$ cat src/rtl/core_run_controller.sv
// ============================================================================
// core_run_controller
// ----------------------------------------------------------------------------
// Sequences the single-cycle RV32I core. It loads a program image from a
// host/loader stream into instruction memory and holds the core in reset while
// loading. It then runs, halts or single-steps the core.
//
// Parameters
//   ADDR_W      imem word-address width (capacity 2**ADDR_W words)
//   RST_CYCLES  cycles o_core_rst_n is held low in RSTC before RUN (>=1)
//
// Optional feature (compile-time macro)
//   CORE_RUN_CTRL_BREAKPOINT_EN : PC breakpoint halts the core before the
//                                 breakpoint instruction executes.
//   Without the macro, i_bp_valid / i_bp_addr / i_pc are ignored and o_bp_hit
//   is tied to 0.
//
// Ports
//   i_clk, i_rst          clock, asynchronous active-low reset
//   i_load_start          begin a new program load
//   i_load_valid          loader handshake, together with o_load_ready
//   o_load_ready          accepts words; high in LOAD only
//   i_load_data           program word
//   i_load_last           marks the final word of the image
//   o_imem_we / o_imem_waddr / o_imem_wdata
//                         registered imem write port, one cycle after transfer
//   i_run_req, i_halt_req, i_step_req
//                         run / halt / single-step control
//   i_pc, i_bp_valid, i_bp_addr
//                         breakpoint compare inputs
//   o_core_rst_n          active-low core reset
//   o_core_clk_en         core advance enable
//   o_state               IDLE=0 LOAD=1 RSTC=2 RUN=3 HALT=4 STEP=5
//   o_word_count          words written in the current or last load
//   o_load_err            sticky flag: the image overflowed imem
//   o_bp_hit              sticky flag: the core halted on a breakpoint
// ============================================================================
module core_run_controller #(
    parameter int ADDR_W     = 10,
    parameter int RST_CYCLES = 4
) (
    input  logic              i_clk,
    input  logic              i_rst,
    input  logic              i_load_start,
    input  logic              i_load_valid,
    output logic              o_load_ready,
    input  logic [31:0]       i_load_data,
    input  logic              i_load_last,
    output logic              o_imem_we,
    output logic [ADDR_W-1:0] o_imem_waddr,
    output logic [31:0]       o_imem_wdata,
    input  logic              i_run_req,
    input  logic              i_halt_req,
    input  logic              i_step_req,
    input  logic [31:0]       i_pc,
    input  logic              i_bp_valid,
    input  logic [31:0]       i_bp_addr,
    output logic              o_core_rst_n,
    output logic              o_core_clk_en,
    output logic [2:0]        o_state,
    output logic [ADDR_W:0]   o_word_count,
    output logic              o_load_err,
    output logic              o_bp_hit
);

    typedef enum logic [2:0] {
        S_IDLE = 3'd0,
        S_LOAD = 3'd1,
        S_RSTC = 3'd2,
        S_RUN  = 3'd3,
        S_HALT = 3'd4,
        S_STEP = 3'd5
    } state_t;

    localparam int              CW      = $clog2(RST_CYCLES + 1);
    localparam logic [CW-1:0]   CNT_END = CW'(RST_CYCLES - 1);
    // Full imem: word_count equal to this value means there is no room left.
    localparam logic [ADDR_W:0] CAP     = {1'b1, {ADDR_W{1'b0}}};

    state_t              r_state, w_next;
    logic [CW-1:0]       r_rst_cnt;
    logic                r_imem_we;
    logic [ADDR_W-1:0]   r_imem_waddr;
    logic [31:0]         r_imem_wdata;
    logic [ADDR_W:0]     r_word_count;
    logic                r_load_err;
    logic                w_xfer;
    logic                w_enter_load;
    logic                w_bp_stop;

    assign w_xfer       = (r_state == S_LOAD) && i_load_valid;
    assign w_enter_load = (r_state != S_LOAD) && (w_next == S_LOAD);

`ifdef CORE_RUN_CTRL_BREAKPOINT_EN
    logic r_bp_mask;
    logic r_bp_hit;
    logic w_resume;

    assign w_resume  = (r_state == S_HALT) && (w_next == S_RUN);
    // The first RUN cycle after a resume masks the compare. This lets the core
    // execute the instruction it stopped on instead of re-hitting it.
    assign w_bp_stop = (r_state == S_RUN) && i_bp_valid &&
                       (i_pc == i_bp_addr) && !r_bp_mask;

    always_ff @(posedge i_clk or negedge i_rst) begin
        if (!i_rst) begin
            r_bp_mask <= 1'b0;
            r_bp_hit  <= 1'b0;
        end else begin
            r_bp_mask <= w_resume;
            if (w_resume)
                r_bp_hit <= 1'b0;
            else if (w_bp_stop && (w_next == S_HALT))
                r_bp_hit <= 1'b1;
        end
    end

    assign o_bp_hit = r_bp_hit;
`else
    logic w_bp_unused;
    assign w_bp_unused = ^{i_bp_valid, i_bp_addr, i_pc};
    assign w_bp_stop   = 1'b0;
    assign o_bp_hit    = 1'b0;
`endif

    // State register
    always_ff @(posedge i_clk or negedge i_rst) begin
        if (!i_rst) r_state <= S_IDLE;
        else        r_state <= w_next;
    end

    // Next-state logic
    always_comb begin
        w_next = r_state;
        case (r_state)
            S_IDLE: begin
                if (i_load_start)   w_next = S_LOAD;
                else if (i_run_req) w_next = S_RSTC;
            end
            S_LOAD: begin
                if (w_xfer && i_load_last) w_next = S_RSTC;
            end
            S_RSTC: begin
                if (r_rst_cnt == CNT_END) w_next = S_RUN;
            end
            S_RUN: begin
                if (i_load_start)    w_next = S_LOAD;
                else if (w_bp_stop)  w_next = S_HALT;
                else if (i_halt_req) w_next = S_HALT;
            end
            S_HALT: begin
                if (i_load_start)    w_next = S_LOAD;
                else if (i_run_req)  w_next = S_RUN;
                else if (i_step_req) w_next = S_STEP;
            end
            S_STEP:  w_next = S_HALT;
            default: w_next = S_IDLE;
        endcase
    end

    // Moore outputs. The breakpoint gate is the only input-dependent term.
    // It stops the breakpoint instruction within the same cycle.
    assign o_core_rst_n  = (r_state == S_RUN) || (r_state == S_HALT) || (r_state == S_STEP);
    assign o_load_ready  = (r_state == S_LOAD);
    assign o_core_clk_en = ((r_state == S_RUN) && !w_bp_stop) || (r_state == S_STEP);
    assign o_state       = r_state;

    // Reset-hold counter. It is held at zero outside RSTC, so every entry
    // starts a fresh count.
    always_ff @(posedge i_clk or negedge i_rst) begin
        if (!i_rst)                 r_rst_cnt <= '0;
        else if (r_state == S_RSTC) r_rst_cnt <= r_rst_cnt + 1'b1;
        else                        r_rst_cnt <= '0;
    end

    // Load datapath. A word that arrives once imem is full is accepted to keep
    // the stream moving, but it is dropped and flagged.
    always_ff @(posedge i_clk or negedge i_rst) begin
        if (!i_rst) begin
            r_imem_we    <= 1'b0;
            r_imem_waddr <= '0;
            r_imem_wdata <= '0;
            r_word_count <= '0;
            r_load_err   <= 1'b0;
        end else begin
            r_imem_we <= 1'b0;
            if (w_enter_load) begin
                r_word_count <= '0;
                r_load_err   <= 1'b0;
            end else if (w_xfer) begin
                if (r_word_count == CAP) begin
                    r_load_err <= 1'b1;
                end else begin
                    r_imem_we    <= 1'b1;
                    r_imem_waddr <= r_word_count[ADDR_W-1:0];
                    r_imem_wdata <= i_load_data;
                    r_word_count <= r_word_count + 1'b1;
                end
            end
        end
    end

    assign o_imem_we    = r_imem_we;
    assign o_imem_waddr = r_imem_waddr;
    assign o_imem_wdata = r_imem_wdata;
    assign o_word_count = r_word_count;
    assign o_load_err   = r_load_err;

endmodule

$ cat config.mk
export PLATFORM = sky130hd
export DESIGN_NAME = core_run_controller
export DESIGN_NICKNAME = d
export VERILOG_FILES = /design/src/rtl/core_run_controller.sv
export SDC_FILE = /design/constraint.sdc
export NUM_CORES = 1
export LEC_CHECK = 0
export ABC_CLOCK_PERIOD_IN_PS = 3250
export BUFFER_PORTS_ARGS = -buffer_cell sky130_fd_sc_hd__buf_2
export CAP_MARGIN = 20
export CORE_AREA = 4 4 78 88
export CTS_CLUSTER_DIAMETER = 60
export CTS_CLUSTER_SIZE = 25
export DETAILED_ROUTE_END_ITERATION = 8
export DIE_AREA = 0 0 82 92
export HOLD_SLACK_MARGIN = 0.08
export PLACE_DENSITY = 0.83
export SLEW_MARGIN = 25
export SYNTH_ARGS = -nofsm -noshare
export SYNTH_HDL_FRONTEND = slang
export SYNTH_SLANG_ARGS = --single-unit
export TNS_END_PERCENT = 5
$ cat constraint.sdc
create_clock -name i_clk -period 3.25 [get_ports i_clk]
set_input_delay 0.975 -clock i_clk [delete_from_list [all_inputs] [get_ports i_clk]]
set_output_delay 0.975 -clock i_clk [all_outputs]
set_load 0.01 [all_outputs]
==> results by group, run 1 <==
Worst setup path
  • Max FO, Critical Path: 9
  • WP data arrival: 1.40 ns
  • WP data required: 2.27 ns
  • Setup CP Type: flop to primary output
  • Critical path startpoint category: flop
  • Worst setup EP type: primary output

Global route
  • Vias in the first global route: 2279
  • Antenna violations before repair: 0
  • GRT Util Overall: 17.68%
  • First-pass GRT wire length: 10.39 mm
  • Largest net degree at the start of global routing: 32
  • Overflow left after global routing: 0

Synthesis
  • Syn_nets: 409
  • Sequential area share after synthesis: 56.96%
  • Total number of yosys warnings: 0
  • Netlist cell types: 39
  • Mapped Area: 2680 um2
  • Post-Synthesis Cells: 300
  • Asr flop ratio synth: 100.0%
  • Yosys reg bits: 61
  • Top_reg_cell synth: dfrtp_1
  • Avg Inst Size Synth: 8.934 um2
  • Post-synth EDFFs: 0

Pwr
  • Static leakage: 0.001914 uW
  • Max VDD drop: 0.4654 mV
  • Sequential power share: 39.6%
  • Switching part of the total power: 36.92%
  • Comb pwr share: 35.2%
  • Switching pwr: 1098 uW
  • Clock share of power: 25.1%
  • Cell-internal power: 1876 uW
  • Power density over the cells: 857.4 nW/um2

Clock tree
  • H-tree Lvls: 3
  • Post-cts resize count: 0
  • Clk pin slew, worst setup/hold paths: 0.06 ns
  • Post-CTS setup buffers: 0
  • Bufs on Longest Clock Path: 2
  • Post-CTS Hold Fix Bufs: 0
  • CTS tree: yes
  • Clk_lat worst skew: 0.33 ns
  • Num CTS Buffers: 9
  • Clock Root Buffer: clkbuf_8
  • CTS sink count: 61

Cells and area
  • Fill cells: 561
  • Area grow syn2layout: 29.46%
  • Nets: 510
  • Area of the multi-input gates: 1046 um2
  • Commonest non-fill, non-tap cell in the layout: nand2_1
  • Final instance area: 3470 um2
  • Share of cells above drive strength 1: 30.54%
  • Commonest non-fill, non-tap cells in the layout: nand2_1 (131), buf_2 (100), dfrtp_1 (61)
  • FF+latch area: 1526 um2
  • Antenna cell count: 0

Timing
  • Worst slew margin: 53.05%
  • # setup viols final: 0
  • Least-Margin Pin Slew: 0.7017 ns
  • Final Max Tran Viols: 0
  • Fin. Hold Viols: 0
  • RSZ-0062 raised after global routing: false
  • Clock skew: 0.01023 ns
  • Fmax: 420.8 MHz
  • Tmin final: 2.376 ns
  • Crit share post-route: 73.12%
  • Hold Slack: 0.4393 ns
  • Setup_tns: 0 ns

Route
  • Routed WL: 6.326 mm
  • WL/cell: 13.02 um
  • DRC: 0
  • Post-DRT Antenna Nets: 0
  • Via density: 4.866
  • Iter 0 DRT Violations: 121
  • Detailed-router iteration count before antenna repair: 4
  • Via count: 2365

Floorplan
  • Die width: 82 um
  • Initial Util: 44.62%
  • Die area: 7544 um2
  • Die Ht: 92 um
  • FP Rows: 30
  • Core Footprint: 6006 um2
  • IO Pins: 167

Placement
  • Area post-placement: 3244 um2
  • Gpl congestion: 0.8164
  • I/O Buffers: 100
  • Dpl hpwl: 4.546 mm

Run
  • Max Cap Viol: 0

Status
  • Status: completed

Worst hold path
  • Hold Crit Class: flop to flop
==> critical path, stage by stage, from the launching register on <==
cell	delay, ns
dfrtp_1	0.46
nand2b_1	0.26
a21boi_0	0.21
buf_2	0.15
==> registers in the layout, summed over array words and instances, names as in the netlist <==
register      flops
o_imem_waddr     10
o_imem_wdata     32
o_imem_we         1
o_load_err        1
o_state           3
o_word_count     11
r_rst_cnt         3
==> cell usage after synthesis (all sizes together) (2+ instances only) <==
library cell,instances,area [um2]
and2,2,12.51
inv,7,26.28
or2,2,12.51
nand2b,2,12.51
a21boi,2,15.01
nor4,2,12.51
nor2b,3,18.77
o211ai,3,22.52
a31oi,7,43.79
nand2,131,491.7
nor3,8,40.04
buf,11,62.56
clkbuf,5,20.01
nand4,2,12.51
dfrtp,61,1526
nor2,6,22.52
a22o,2,17.52
nor3b,3,22.52
o21ai,17,85.08
nand3b,2,15.01
nand3,3,15.01
ha,4,50.05
==> metrics by stage <==
| stage | worst slack [ns] | instances | total power, uW | utilization, % |
|---|---|---|---|---|
| 6_report | 0.8735 | 486 | 2975 | 57.77 |
| 5_1_grt | 0.7664 | 486 | 3203 | 57.77 |
| 3_3_place_gp | 0.7117 | 470 | 2204 | 54.02 |
| 3_5_place_dp | 0.6816 | 470 | 2258 | 54.02 |
| 4_1_cts | 0.8417 | 486 | 3023 | 57.77 |
| 2_1_floorplan | 1.160 | 300 | 1816 | - |
==> power by group through the flow <==
stage          logic, uW  clock network [uW]  registers, uW
4_1_cts             1070                 772           1180
5_1_grt             1190                 804           1210
3_5_place_dp        1070                   0           1190
2_1_floorplan        540                   0           1280
6_report            1050                 747           1180
3_3_place_gp        1020                   0           1180
==> cell type report <==
type                    count  area share, %
flip-flops and latches     61          44.00
multi-input cells         216          30.15
repair buffers            106          15.72
clock buffers              12          4.472
well taps                  80          2.885
clock inverters             4          2.019
inverters                   7         0.7573
==> logic make-up after synthesis <==
group | after synthesis | synth area share [%]
buffers and inverters | 23 | 4.061
DFF | 61 | 56.96
other | 1 | 0.1399
and+or+nand+nor | 173 | 27.87
muxes | 1 | 0.3735
AOI/OAI and AO/OA | 37 | 8.730
adders and majority gates | 4 | 1.867
==> layer usage <==
| metal | up-vias | GRT usage (%) | share of wire, % |
|---|---|---|---|
| li1 | 1186 | - | - |
| met1 | 1086 | 22.37 | 43 |
| met2 | 83 | 28.50 | 48 |
| met3 | 10 | 4.813 | 7.7 |
| met4 | 0 | 6.648 | 1.2 |
| met5 | - | 0 | 0 |
==> path summary, 6_finish.rpt <==
kind / slack, ns / start / cells after the start / to
worst max-delay path: 0.87 / o_state[2]$_DFF_PN0_ / 3 / o_core_clk_en
worst min-delay path: 0.44 / r_rst_cnt[0]$_DFF_PN0_ / 1 / r_rst_cnt[0]$_DFF_PN0_
worst max register to register: 1.05 / o_word_count[3]$_DFFE_PN0P_ / 5 / o_word_count[10]$_DFFE_PN0P_
worst min register to register: 0.44 / r_rst_cnt[0]$_DFF_PN0_ / 1 / r_rst_cnt[0]$_DFF_PN0_
max in group asynchronous: 1.89 / i_rst / 2 / o_imem_wdata[12]$_DFFE_PN0P_
min in group asynchronous: 0.68 / i_rst / 1 / o_word_count[4]$_DFFE_PN0P_
Note: power is estimated with default switching activity, not from simulation.
==> run 2: changes to the inputs <==
Settings changed: ABC_CLOCK_PERIOD_IN_PS 3250 to 1950, CORE_AREA 4 4 78 88 to 4 4 85 94, DIE_AREA 0 0 82 92 to 0 0 89 98, PLACE_DENSITY 0.83 to 0.75.
Clock period 3.25 ns to 1.95 ns, I/O delays scaled along.
==> run 2 against run 1 <==
Effect of this change: first-iteration DRC count is 6.6% lower; via count is 1.9% higher; sequential power is 63% higher; non-clock buffer count is 14 higher; cell count is 3.9% higher; routed wire length is 2.4% higher; die area is 16% higher; combinational power is 86% higher; power is 69% higher; worst hold slack worse by 0.19 ns.
==> results by group, run 2 (synthesis results as in run 1) <==
Timing
  • Fmax: 528.9 MHz
  • Tmin final: 1.891 ns
  • Clock skew: 0.009082 ns (-0.001148 ns)
  • RSZ-0062 raised after global routing: true
  • Final worst setup slack: 0.05926 ns (-0.8143 ns)
  • Fin. Hold Viols: 0 (unchanged)
  • # setup viols final: 0 (unchanged)
  • Final Max Tran Viols: 0 (unchanged)
  • Crit share post-route: 96.96%
  • Hold Slack: 0.2525 ns (-0.1867 ns)

Cells and area
  • Post-layout util: 51.64% (-6.1 points)
  • Commonest non-fill, non-tap cell in the layout: nand2_1
  • Nets: 524 (+2.7%)
  • Cell Count, Final, Fillers Out: 505 (+3.9%)
  • Max reg flops: 32 (unchanged)
  • Share of cells above drive strength 1: 34.05% (+3.5 points)
  • Fill cells: 660 (+18%)
  • Area grow syn2layout: 35.01%
  • Commonest non-fill, non-tap cells in the layout: nand2_1 (131), buf_2 (100), dfrtp_1 (59)
  • Antenna cell count: 0 (unchanged)

Clock tree
  • Clk_lat worst skew: 0.33 ns (about the same)
  • Bufs on Longest Clock Path: 2 (unchanged)
  • CTS sink count: 61 (unchanged)
  • Num CTS Buffers: 9 (unchanged)
  • Clock Root Buffer: clkbuf_8
  • H-tree Lvls: 3 (unchanged)
  • CTS tree: yes
  • Clk pin slew, worst setup/hold paths: 0.07 ns (about the same)

Floorplan
  • Initial Util: 38.25% (-6.4 points)
  • Die width: 89 um (+8.5%)
  • Die Ht: 98 um (+6.5%)
  • Die area: 8722 um2 (+16%)
  • FP Rows: 32 (+6.7%)
  • IO Pins: 167 (unchanged)
  • Core Footprint: 7007 um2 (+17%)

Run
  • Max Cap Viol: 0 (unchanged)

Worst setup path
  • Crit path cell chain: nand2b_2 -> a21boi_0 -> buf_2
  • Setup CP Type: flop to primary output
  • Worst setup EP type: primary output
  • Worst path bufs/invs: 1 (unchanged)
  • Crit path from: o_state[2]$_DFF_PN0_
  • WP data arrival: 1.31 ns (-0.09 ns)
  • Critical R2R Launch: r_rst_cnt[0]$_DFF_PN0_
  • Max FO, Critical Path: 6 (-3)
  • Max incr delay on CP: 0.43 ns (-0.03 ns)
  • WP data required: 1.36 ns (-0.91 ns)
  • CP delay by family, top: flip-flops
  • Max stage delay cell, worst path: dfrtp_2
  • Critical path startpoint category: flop

Global route
  • Largest net degree at the start of global routing: 62 (+94%)
  • Overflow left after global routing: 0 (unchanged)
  • First-pass GRT wire length: 10.97 mm (+5.6%)
  • GRT Util Overall: 15.78% (-1.9 points)
  • Vias in the first global route: 2421 (+6.2%)
  • Antenna violations before repair: 0 (unchanged)

Pwr
  • Static leakage: 0.001990 uW (+4.0%)
  • Max VDD drop: 0.7992 mV (+72%)
  • Tot Pwr: 5036 uW (+69%)
  • Power density over the cells: 1392 nW/um2 (+62%)

Worst hold path
  • Hold Crit Class: input port to asynchronous set/reset pin

Route
  • DRC: 0 (unchanged)
  • Via count: 2409 (+1.9%)
  • Detailed-router iteration count before antenna repair: 4 (unchanged)
  • Routed WL: 6.477 mm (+2.4%)
  • Post-DRT Antenna Nets: 0 (unchanged)
  • Via density: 4.770 (-2.0%)
  • WL/cell: 12.83 um (-1.5%)
  • Iter 0 DRT Violations: 113 (-6.6%)

Placement
  • Gpl congestion: 0.7877 (-3.5%)
  • I/O Buffers: 100 (unchanged)
  • Dpl cells: 487 (+3.6%)
  • Dpl hpwl: 4.608 mm (+1.4%)
  • Setup WS pre-CTS: 0.02496 ns (-0.6566 ns)

Status
  • Status: completed
## run 2: cell types whose count changed in the layout (fill, tap and decap cells not counted), sizes merged
cell	before	now
buf	106	120
bufinv	2	1
clkbuf	12	13
clkinv	2	1
clkinvlp	0	1
## run 2: metal layers
| metal | global-route usage [%] | vias up | wire (um) |
|---|---|---|---|
| li1 | - | 1214 | - |
| met1 | 19.14 | 1108 | 2711 |
| met2 | 25.94 | 73 | 3152 |
| met3 | 3.629 | 14 | 499 |
| met4 | 7.675 | 0 | 114 |
| met5 | 0 | - | 0 |
## run 2: area by class of cell
class                   instances  area, um2  area share, %
clock inverters                 3      42.54          1.176
repair buffers                120      688.2          19.02
flip-flops and latches         61       1529          42.25
well taps                      85      106.4          2.939
clock buffers                  13      168.9          4.668
multi-input cells             216       1057          29.22
inverters                       7      26.28         0.7261
## run 2: final timing paths
check | end | slack, ns | cells past startpoint
min in group i_clk | r_rst_cnt[0]$_DFF_PN0_ | 0.44 | 1
max | o_core_clk_en | 0.06 | 3
min reg2reg | r_rst_cnt[0]$_DFF_PN0_ | 0.44 | 1
max in group asynchronous | o_state[1]$_DFF_PN0_ | 1.39 | 2
min | o_word_count[5]$_DFFE_PN0P_ | 0.25 | 2
max reg2reg | o_word_count[1]$_DFFE_PN0P_ | 0.15 | 8
## run 2: power by group
part	total [uW]	internal [uW]	switching [uW]
Sequential	1920	1670	245
Clock	1170	694	472
Combinational	1950	803	1150
## run 2: metrics by stage
stage,instance area [um2],setup TNS (ns)
after floorplan,2680,0
after global placement,3378,0
after detailed placement,3378,0
after CTS,3611,0
after global routing,3618,-0.01428
final,3618,0
## run 2: what timing repair did
action	CTS	global route
resized for setup	3	4
setup buffers	2	0
pin swaps	0	0
hold buffers	0	0
endpoints found under the setup margin	2	6
==> run 3: changes to the inputs <==
Settings changed: SETUP_SLACK_MARGIN set to 0.4.
==> run 3 against run 2 <==
Effect of this change: highest routed layer unchanged; cell count increased by 0.40%; die area did not move; sequential cell count unchanged; count of clock-buffer cells in the layout shrank 1; non-clock buffer count is 3 higher; largest cell class unchanged; register-to-register slack barely moved; first-iteration DRC count rose by 20%; power down 1.9%; clock skew is 0.0038 ns lower; sequential share of layout area shrank 0.16 points.
==> results by group, run 3 (synthesis results as in run 1) <==
Floorplan
  • FP Rows: 32 (unchanged)
  • Die area: 8722 um2 (unchanged)
  • Die width: 89 um (unchanged)
  • IO Pins: 167 (unchanged)
  • Initial Util: 38.25% (unchanged)
  • Core Footprint: 7007 um2 (unchanged)
  • Die Ht: 98 um (unchanged)

Timing
  • Fin. Hold Viols: 0 (unchanged)
  • Clock skew: 0.005299 ns (-0.003784 ns)
  • Crit share post-route: 94.15% (-2.8 points)
  • Fmax: 544.7 MHz (+3.0%)
  • RSZ-0062 raised after global routing: true
  • Tmin final: 1.836 ns (-0.05474 ns)
  • Setup_tns: 0 ns (unchanged)
  • Final Max Tran Viols: 0 (unchanged)
  • Hold Slack: 0.2460 ns (-0.006495 ns)
  • # setup viols final: 0 (unchanged)

Worst setup path
  • R2R cell count: 7 (-1)
  • Max FO, Critical Path: 5 (-1)
  • Critical path startpoint category: flop
  • Worst setup EP type: primary output
  • Setup CP Type: flop to primary output
  • WP data arrival: 1.25 ns (-0.06 ns)
  • Critical R2R Launch: o_state[2]$_DFF_PN0_
  • Reg-to-Reg End: o_word_count[4]$_DFFE_PN0P_
  • R2R Setup Slk: 0.14 ns (about the same)
  • WP data required: 1.36 ns (about the same)

Clock tree
  • Num CTS Buffers: 9 (unchanged)
  • Clk_lat worst skew: 0.33 ns (about the same)
  • CTS sink count: 61 (unchanged)
  • Bufs on Longest Clock Path: 2 (unchanged)
  • Clk pin slew, worst setup/hold paths: 0.06 ns (about the same)
  • Post-CTS Hold Fix Bufs: 0 (unchanged)
  • H-tree Lvls: 3 (unchanged)
  • Clock Root Buffer: clkbuf_8
  • CTS tree: yes

Cells and area
  • Nets: 528 (+0.76%)
  • Area of the multi-input gates: 1112 um2 (+5.2%)
  • Post-layout util: 51.84% (+0.20 points)
  • Max reg flops: 32 (unchanged)
  • Commonest non-fill, non-tap cells in the layout: nand2_1 (131), buf_2 (100), dfrtp_1 (59)
  • Area grow syn2layout: 35.53%
  • Antenna cell count: 0 (unchanged)
  • Fill cells: 686 (+3.9%)
  • FF+latch area: 1529 um2 (unchanged)
  • Share of cells above drive strength 1: 35.78% (+1.7 points)
  • Commonest non-fill, non-tap cell in the layout: nand2_1

Pwr
  • Switching part of the total power: 38.25% (+1.2 points)
  • Comb pwr share: 41.6% (+2.9 points)
  • Static leakage: 0.001989 uW (about the same)
  • Clock share of power: 19.4% (-3.7 points)
  • Max VDD drop: 0.6448 mV (-19%)
  • Power density over the cells: 1360 nW/um2 (-2.3%)
  • Switching pwr: 1890 uW (+1.4%)
  • Sequential power share: 39.0% (+0.9 points)
  • Cell-internal power: 3051 uW (-3.8%)

Placement
  • I/O Buffers: 100 (unchanged)
  • Gpl congestion: 0.8233 (+4.5%)
  • Dpl hpwl: 4.698 mm (+1.9%)

Route
  • Post-DRT Antenna Nets: 0 (unchanged)
  • DRC: 0 (unchanged)
  • Detailed-router iteration count before antenna repair: 4 (unchanged)
  • WL/cell: 13.10 um (+2.1%)
  • Routed WL: 6.641 mm (+2.5%)
  • Via density: 4.890 (+2.5%)
  • Via count: 2479 (+2.9%)
  • Iter 0 DRT Violations: 136 (+20%)

Worst hold path
  • Hold Crit Class: input port to asynchronous set/reset pin

Global route
  • First-pass GRT wire length: 10.83 mm (-1.3%)
  • Largest net degree at the start of global routing: 62 (unchanged)
  • Overflow left after global routing: 0 (unchanged)
  • Antenna violations before repair: 0 (unchanged)
  • GRT Util Overall: 15.66% (-0.11 points)
  • Vias in the first global route: 2382 (-1.6%)

Status
  • Status: completed

Run
  • Max Cap Viol: 0 (unchanged)
## run 3: metal layers
metal	track usage, %	share of wire (%)	up-vias
met5	0	0	-
met4	6.300	1.7	0
met3	3.882	7.2	9
met2	26.11	49	77
met1	19.15	42	1170
li1	-	-	1223
## run 3: layout make-up
type / instances / area share, %
multi-input combinational: 217 / 30.62
clock inverter: 2 / 0.2756
inverter: 7 / 0.7234
timing repair buffer: 123 / 19.08
tap: 85 / 2.928
clock buffer: 12 / 4.271
sequential: 61 / 42.09
## run 3: repair_timing
action	in CTS	in global routing
cloned	0	1
buffers inserted	4	1
setup endpoints to repair	70	71
gates resized for setup	8	5
pin swaps	0	0
## run 3: power by group through the flow
stage	Combinational, uW	Sequential [uW]	Clock (uW)
after floorplan	929	2130	0
after global placement	1890	1940	0
after detailed placement	1930	1950	0
after CTS	2020	1930	999
after global routing	2300	1990	1050
final	2060	1930	959
## run 3: per-stage QoR
| step | worst slack, ns | cells | instance area, um2 | power (uW) |
|---|---|---|---|---|
| after floorplan | 0.3144 | 300 | 2714 | 3060 |
| after global placement | 0.08602 | 487 | 3371 | 3827 |
| after detailed placement | 0.08151 | 487 | 3371 | 3888 |
| after CTS | 0.1019 | 505 | 3583 | 4955 |
| after global routing | 0.05550 | 507 | 3632 | 5337 |
| final | 0.1140 | 507 | 3632 | 4941 |
## run 3: critical path, cell delays in order, from the launching register on
cell      delay, ns
dfrtp_2        0.43
nand2b_1       0.20
o21ai_1        0.14
buf_2          0.15
## run 3: how the worst max path moves through the flow
| stage | end | cells past startpoint | startpoint | slack [ns] |
|---|---|---|---|---|
| finish | o_core_rst_n | 3 | o_state[2]$_DFF_PN0_ | 0.11 |
| global route | o_core_clk_en | 4 | o_state[1]$_DFF_PN0_ | 0.06 |
| global placement | o_word_count[10]$_DFFE_PN0P_ | 5 | i_load_valid | 0.09 |
| detailed placement | o_word_count[3]$_DFFE_PN0P_ | 7 | i_load_valid | 0.08 |
| CTS | o_core_clk_en | 4 | o_state[1]$_DFF_PN0_ | 0.10 |
| floorplan | o_word_count[9]$_DFFE_PN0P_ | 6 | i_load_valid | 0.31 |
